==> src/rtl/lane_scan_renderer.sv <==
// Lane scan renderer: once per frame, walks every lane, erasing the segment drawn
// last frame and then drawing the new one, one pixel per clock.
module lane_scan_renderer #(
   parameter int         NUM_LANES  = 4,
   parameter int         NUM_COLS   = 4,
   parameter int         LANE_PITCH = 40,
   parameter int         X_BASE     = 120,
   parameter int         SEG_WIDTH  = 20,
   parameter int         Y_MAX      = 240,
   parameter logic [2:0] DRAW_COLOR = 3'b111
) (
   input  logic                   clk,
   input  logic                   reset,
   input  logic                   start,
   input  logic [3*NUM_LANES-1:0] lane_pos,
   input  logic [5:0]             offset,
   output logic [8:0]             x_out,
   output logic [7:0]             y_out,
   output logic [2:0]             c_out,
   output logic                   plot,
   output logic                   busy,
   output logic                   done,
   output logic [2:0]             state_dbg
);

   // Request protocol: start is taken only while busy=0 (IDLE); a start seen
   // while busy=1 is dropped, and done pulses for one cycle when the frame ends.
   localparam logic [2:0] S_IDLE  = 3'd0;
   localparam logic [2:0] S_LOAD  = 3'd1;
   localparam logic [2:0] S_ERASE = 3'd2;
   localparam logic [2:0] S_DRAW  = 3'd3;
   localparam logic [2:0] S_NEXT  = 3'd4;
   localparam logic [2:0] S_DONE  = 3'd5;

   localparam logic [2:0] LAST_LANE = 3'(NUM_LANES - 1);
   localparam logic [8:0] LAST_PX   = 9'(SEG_WIDTH - 1);

   logic [2:0]             state, nstate;
   logic [2:0]             lane, nlane, el;
   logic [8:0]             px, npx;
   logic [3*NUM_LANES-1:0] cur_pos, prev_pos;
   logic [5:0]             cur_offset, prev_offset;
   logic [2:0]             ep, ec, pcode;
   logic                   ep_ok, ec_ok;
   logic [5:0]             poff;
   logic [8:0]             y9, x9;
   logic                   on_screen;

   function automatic logic code_ok(input logic [2:0] c);
      return (c != 3'd0) && (int'(c) <= NUM_COLS);
   endfunction

   // Lane whose codes decide the next phase: LOAD enters lane 0, NEXT enters lane+1.
   always_comb begin
      el = lane;
      if (state == S_LOAD)
         el = 3'd0;
      else if (state == S_NEXT && lane != LAST_LANE)
         el = lane + 3'd1;
   end

   always_comb begin
      ep = 3'd0;
      ec = 3'd0;
      for (int i = 0; i < NUM_LANES; i++) begin
         if (int'(el) == i) begin
            ep = prev_pos[3*i +: 3];
            ec = cur_pos[3*i +: 3];
         end
      end
   end

   assign ep_ok = code_ok(ep);
   assign ec_ok = code_ok(ec);

   always_comb begin
      nstate = state;
      nlane  = lane;
      npx    = px;
      case (state)
         S_IDLE: begin
            if (start)
               nstate = S_LOAD;
         end
         S_LOAD, S_NEXT: begin
            npx = 9'd0;
            if (state == S_NEXT && lane == LAST_LANE) begin
               nstate = S_DONE;
            end else begin
               // Phases with an empty or out-of-range code are skipped outright.
               nlane = el;
               if (ep_ok)
                  nstate = S_ERASE;
               else if (ec_ok)
                  nstate = S_DRAW;
               else
                  nstate = S_NEXT;
            end
         end
         S_ERASE: begin
            if (px == LAST_PX) begin
               npx    = 9'd0;
               nstate = ec_ok ? S_DRAW : S_NEXT;
            end else begin
               npx = px + 9'd1;
            end
         end
         S_DRAW: begin
            if (px == LAST_PX) begin
               npx    = 9'd0;
               nstate = S_NEXT;
            end else begin
               npx = px + 9'd1;
            end
         end
         S_DONE:  nstate = S_IDLE;
         default: nstate = S_IDLE;
      endcase
   end

   // Pixel for the upcoming cycle, so the registered outputs line up with the state.
   assign pcode     = (nstate == S_ERASE) ? ep : ec;
   assign poff      = (nstate == S_ERASE) ? prev_offset : cur_offset;
   assign y9        = 9'(int'(nlane) * LANE_PITCH + int'(poff));
   assign x9        = 9'(X_BASE + (int'(pcode) - 1) * SEG_WIDTH + int'(npx));
   assign on_screen = int'(y9) < Y_MAX;

   always_ff @(posedge clk) begin
      if (reset) begin
         state       <= S_IDLE;
         lane        <= 3'd0;
         px          <= 9'd0;
         x_out       <= 9'd0;
         y_out       <= 8'd0;
         c_out       <= 3'd0;
         plot        <= 1'b0;
         busy        <= 1'b0;
         done        <= 1'b0;
         cur_pos     <= '0;
         cur_offset  <= 6'd0;
         prev_pos    <= '0;
         prev_offset <= 6'd0;
      end else begin
         state <= nstate;
         lane  <= nlane;
         px    <= npx;
         busy  <= (nstate != S_IDLE);
         done  <= (nstate == S_DONE);
         if (nstate == S_ERASE || nstate == S_DRAW) begin
            x_out <= x9;
            y_out <= y9[7:0];
            c_out <= (nstate == S_ERASE) ? 3'b000 : DRAW_COLOR;
            plot  <= on_screen;
         end else begin
            plot <= 1'b0;
         end
         if (state == S_IDLE && start) begin
            cur_pos    <= lane_pos;
            cur_offset <= offset;
         end
         // Only a frame that reaches DONE becomes next frame's erase reference.
         if (state == S_DONE) begin
            prev_pos    <= cur_pos;
            prev_offset <= cur_offset;
         end
      end
   end

   assign state_dbg = state;

endmodule

==> config.mk <==
export PLATFORM = sky130hd
export DESIGN_NAME = lane_scan_renderer
export DESIGN_NICKNAME = d
export VERILOG_FILES = /design/src/rtl/lane_scan_renderer.sv
export SDC_FILE = /design/constraint.sdc
export NUM_CORES = 1
export LEC_CHECK = 0
export CORE_ASPECT_RATIO = 2
export CORE_MARGIN = 4
export CORE_UTILIZATION = 41
export DETAILED_ROUTE_END_ITERATION = 6
export PLACE_DENSITY_LB_ADDON = 0.12
export SYNTH_ARGS = -nofsm -noshare
export SYNTH_HDL_FRONTEND = slang
export SYNTH_SLANG_ARGS = --single-unit
==> constraint.sdc <==
create_clock -name clk -period 5.9 [get_ports clk]
set_input_delay 0.59 -clock clk [delete_from_list [all_inputs] [get_ports clk]]
set_output_delay 0.59 -clock clk [all_outputs]
set_load 0.005 [all_outputs]
[Word-level counts from Yosys, hierarchy flattened]
Cells that the tools add are included.
Widths: inputs -> output; s select.
Word-level totals
  output and inout port bits: 26
  logic and storage cells: 77
  bits in registers: 74
Cells by class
  $add $sub $neg: 6
  equality and inequality tests: 14
  reduce and logical (&&, ||, !) cells: 14
  magnitude comparators: 3
  multiplexer cells: 24
  bitwise operators: 1
  multiply operators: 2
Operators with widths (count)
  $mux 3: 20
  $eq 3x2->1 const B: 6
  $pmux 9 s2: 1
  $eq 3x3->1 const B: 5
  $pmux 3 s4: 1
  $add 8x9->9 const A: 1
  $add 9x1->9 const B: 1
  $add 9x6->9: 1
  $add 9x9->9: 1
  $eq 9x5->1 const B: 1
  $lt 9x8->1 const B: 1
  $mux 9: 1
  $reduce_bool 3->1: 3
  $mul 4x4->7 const B: 1
  $le 3x3->1 const B: 2
  $logic_not 3->1: 2
  $mul 3x3->6 const B: 1
  $mux 6: 1
  $reduce_or 2->1: 3
  $logic_and 1x1->1: 5
  $sub 3x1->4 const B: 1
  $add 3x1->3 const B: 1
  $eq 3x1->1 const B: 1
  $ne 3x2->1 const B: 1
  2 further kinds: 2

[Depth between registers and ports, before layout]
  depth in word-level cells: 21
  depth in mapped cells: 29
  gate-level depth less buffers: 26

[Worst setup path after synthesis]
No wires, ideal clock.
  path type: flip-flop to flip-flop
  start point: register lane[0]
  end point: register x_out[8]
  path buffers: 3
  setup time: 0.125 ns
  setup slack: -0.464 ns
  data arrival time: 6.239 ns
  stages on the path, launching flop included: 29
  path through: dfxtp_1 -> ha_1 -> ha_1 -> nand2b_1 -> a21o_1 -> buf_6 -> a22o_1 -> buf_6 -> a221o_1 -> a22oi_1 -> mux2_4 -> o21ai_2 -> a221o_1 -> buf_2 -> mux2_2 -> ha_1 -> ha_1 -> fa_1 -> inv_1 -> ha_1 -> inv_1 -> ha_1 -> a21o_1 -> a21oi_1 -> xor2_1 -> xnor2_1 -> nor2_1 -> and3_1 -> o41a_1
Between the ends
  cells in the longest elaborated chain, start to end: 21
Ends and longest elaborated chain
  from (decl): RTL line 39  | logic [2:0] lane, nlane, el;
  from (signal assigned): RTL line 145  | lane <= nlane;
  branches (longest 21 deep; another with $add 3x1->3)
  to (signal assigned): RTL line 133  | x_out <= 9'd0;
  to (signal assigned): RTL line 150  | x_out <= x9;
  to (decl): RTL line 17  | output logic [8:0] x_out,
Several ways; the timed one is not identified.
A chain may end at the register's enable or synchronous reset.

[Worst setup path after layout]
Same ends and word-level chain as after synthesis.

==> impl_metrics.tcl <==
set metrics [dict create \
    die_span_x_um 78.6 \
    min_path_type "reg2reg" \
    rows 51 \
    cts-root-to-sink-buffers 2 \
    grt_overflow 0 \
    post-place-cells 672 \
    insertion_delay_ps 330 \
    placement.io_buffers 46 \
    crit-reg2reg-launch "lane[0]$_SDFF_PP0_" \
    floorplan.die_area_um2 11700 \
    start_util_pct 41.8 \
    final_min_period_over_clock_period_pct 102 \
    core-area_um2 9760 \
    setup-violations-final 1 \
    master_cell_of_the_clock_root_buffer "sky130_fd_sc_hd__clkbuf_16" \
    cts_hold_repair.buffers 0 \
    postSynthNetCount 542 \
    boundary_pins 47 \
    drt_total_wl_um 10800 \
    arrival_ps 6220 \
    routedWlPerCell_um 15.6 \
    grt_antenna_before_repair 0 \
    area_growth_syn_to_layout_pct 30.5 \
    utilization_pct 54.6 \
    fmax_mhz 167 \
    finalClockSkew_ps 4.71 \
    timing.rr.end "x_out[8]$_SDFFE_PP0N_" \
    run_status "complete, but fails checks" \
    startpoint "lane[0]$_SDFF_PP0_" \
    share_of_post_route_cells_with_drive_strength_above_1_pct 16.6 \
    regToRegSetupSlack_ps -100 \
    finalNetCount 601 \
    route.vias.total 3577 \
    cp_launch_type "register" \
    synth.cell_area_um2 4080 \
    timing.max_cap.violations 0 \
    drt_first_pass_iters 5 \
    yosysTopAreaCellShare_pct 35.3 \
    synth_async_sr_flop_share_pct 0 \
    yosys_warnings 0 \
    synthDominantAreaCellType "sky130_fd_sc_hd__dfxtp_1" \
    timing.final.max_slew_violations 0 \
    gp_congestion 0.883 \
    detail_route.vias_per_cell 5.18 \
    pin_count_of_the_biggest_net_entering_global_routing 65 \
    min_period_ps 6000 \
    timing.setup.critical_path_class "reg2reg" \
    required_ps 6120 \
    cts_tree "done" \
    cts-htree-levels 3 \
    tightest_slew_ps 817 \
    failed_checks "negative setup slack" \
    synth-seq-cells 72 \
    list_of_most_frequent_post_synthesis_cells "sky130_fd_sc_hd__nand2_1 (90), sky130_fd_sc_hd__dfxtp_1 (72), sky130_fd_sc_hd__a21oi_1 (50), sky130_fd_sc_hd__nor2_1 (40), sky130_fd_sc_hd__inv_1 (33)" \
    syn_avg_cell_area_um2 8.25 \
    timing.final.ws_setup_ps -98.2 \
    yosys-top-cells-area "sky130_fd_sc_hd__dfxtp_1 (35%), sky130_fd_sc_hd__nand2_1 (8.3%), sky130_fd_sc_hd__ha_1 (7.0%)" \
    placed_wire_length_estimate_after_detailed_placement_um 8340 \
    detail_route.drc_violations 0 \
    diodes 0 \
    wire_length_of_the_first_global_routing_pass_um 17600 \
    postSynthCellCount 495 \
    clock_sink_count 72 \
    hold_violations 0 \
    gr-usage-all-layers_pct 19.6 \
    worstRegToRegCells 25 \
    most_common_cell_in_the_synthesized_netlist "sky130_fd_sc_hd__nand2_1" \
    post-place-ws_ps -156 \
    final_antenna_violating_net_count 0 \
    slew_headroom_pct 45.5 \
    synth_enable_flop_cells 0 \
    cts_inserted_buffers 9 \
    ys_seq_area_share_pct 35.3 \
    number_of_global_route_vias_before_repair 3642 \
    setup_repair_after_global_routing_missed_its_margin "yes" \
    dominantRegCellSynth "sky130_fd_sc_hd__dfxtp_1" \
    post_layout_nonfiller_instances 691 \
    drt_iter0_drc 164 \
    endpoint "x_out[8]$_SDFFE_PP0N_" \
    crit_fanout 8 \
    die_h_um 149 \
    clk_pin_slew_ps 60 \
    end_kind "register" \
    number_of_distinct_standard_cells_referenced_by_the_synthesized_netlist 57 \
]
layer usage:
layer	share of wire, %	GRT usage [%]	up-vias
met3	2.9	3.69	31
met4	4.6	10.9	0
met2	57	37.7	79
li1	-	-	1820
met5	0	0	-
met1	35	18.7	1647
how the worst min path moves through the flow:
stage	start	endpoint	slack [ps]	cells past startpoint
finish	prev_offset[5]$_SDFFE_PP0N_	prev_offset[5]$_SDFFE_PP0N_	460	2
CTS	prev_offset[5]$_SDFFE_PP0N_	prev_offset[5]$_SDFFE_PP0N_	460	2
global route	prev_offset[4]$_SDFFE_PP0N_	prev_offset[4]$_SDFFE_PP0N_	480	2
floorplan	prev_offset[3]$_SDFFE_PP0N_	prev_offset[3]$_SDFFE_PP0N_	430	2
detailed placement	prev_offset[4]$_SDFFE_PP0N_	prev_offset[4]$_SDFFE_PP0N_	450	2
global placement	prev_offset[5]$_SDFFE_PP0N_	prev_offset[5]$_SDFFE_PP0N_	440	2
flip-flops by register name, summed over array words and instances, names as in the netlist:
name and flops:
prev_pos 12, y_out 8, lane 3, state_dbg 3, prev_offset 6, cur_offset 6
c_out 1, x_out 9, plot 1, px 9, cur_pos 12, done 1
busy 1
stage by stage:
stage / instance area [um2] / setup TNS (ps) / hold slack, ps
CTS: 5320 / -128 / 455
global placement: 4900 / 0 / 439
detailed placement: 4900 / -156 / 448
finish: 5330 / -98.2 / 456
floorplan: 4200 / -4.66 / 433
global route: 5330 / -269 / 479
final cells by class:
cell class / instances / area (um2)
fill: 903 / 4430
multi-input combinational: 359 / 2540
sequential: 72 / 1450
timing repair buffer: 76 / 693
clock buffer: 11 / 243
tap: 132 / 165
inverter: 36 / 138
clock inverter: 5 / 104
placed cells by master, fill, tap and decap left out, types with 3 or more instances in the layout:
master                             n
sky130_fd_sc_hd__inv_2             4
sky130_fd_sc_hd__clkbuf_16         9
sky130_fd_sc_hd__and3_1            9
sky130_fd_sc_hd__bufinv_16         3
sky130_fd_sc_hd__mux4_2            3
sky130_fd_sc_hd__inv_1            31
sky130_fd_sc_hd__nor2_1           40
sky130_fd_sc_hd__mux2_2            4
sky130_fd_sc_hd__fa_1              3
sky130_fd_sc_hd__xnor2_1           8
sky130_fd_sc_hd__nand3_1           5
sky130_fd_sc_hd__xor2_1            6
sky130_fd_sc_hd__a21o_1            9
sky130_fd_sc_hd__a221o_1           8
sky130_fd_sc_hd__mux2i_1          13
sky130_fd_sc_hd__clkdlybuf4s50_1  45
sky130_fd_sc_hd__o21ai_0          13
sky130_fd_sc_hd__dfxtp_1          70
sky130_fd_sc_hd__or2_2             5
sky130_fd_sc_hd__nor3_1            3
sky130_fd_sc_hd__a21oi_1          49
sky130_fd_sc_hd__and2_1            5
sky130_fd_sc_hd__buf_4            29
sky130_fd_sc_hd__nand2_1          90
sky130_fd_sc_hd__ha_1             17
sky130_fd_sc_hd__o211ai_1          4
sky130_fd_sc_hd__a211oi_1         12
sky130_fd_sc_hd__ha_4              6
worst max-delay path: stages, from the launching register on:
cell and delay, ps:
sky130_fd_sc_hd__dfxtp_4 350, sky130_fd_sc_hd__ha_4 160, sky130_fd_sc_hd__ha_4 170, sky130_fd_sc_hd__or3_4 350, sky130_fd_sc_hd__o21ai_4 180, sky130_fd_sc_hd__a22oi_4 70
sky130_fd_sc_hd__buf_4 180, sky130_fd_sc_hd__a221o_1 310, sky130_fd_sc_hd__a22oi_2 200, sky130_fd_sc_hd__mux2_4 360, sky130_fd_sc_hd__a221o_1 450, sky130_fd_sc_hd__mux2_4 360
sky130_fd_sc_hd__ha_4 250, sky130_fd_sc_hd__ha_4 150, sky130_fd_sc_hd__fa_1 490, sky130_fd_sc_hd__inv_2 50, sky130_fd_sc_hd__ha_4 260, sky130_fd_sc_hd__inv_2 40
sky130_fd_sc_hd__ha_4 240, sky130_fd_sc_hd__a21o_1 170, sky130_fd_sc_hd__a21oi_2 180, sky130_fd_sc_hd__xor2_2 190, sky130_fd_sc_hd__xnor2_2 160, sky130_fd_sc_hd__nor2_1 60
sky130_fd_sc_hd__and3_1 180, sky130_fd_sc_hd__o41a_1 360
what timing repair did:
action / CTS / global route
gates cloned: 0 / 0
endpoints found under the setup margin: 1 / 1
buffers inserted: 3 / 0
pin swaps: 6 / 1
gates resized for setup: 9 / 2
cell families (layout without fill, tap and decap cells):
logic type	Yosys count	after routing	share of synthesized area, %
compound gates	119	119	20.0
xor+xnor	17	17	3.83
fa+ha+maj	27	27	8.76
buf+inv	64	128	6.56
flops	72	72	35.3
mux	23	23	6.83
simple gates	173	173	18.7
Power is left out: the tool's default activity adds up to more than one toggle a clock period on the data nets, which glitch-free logic cannot reach.
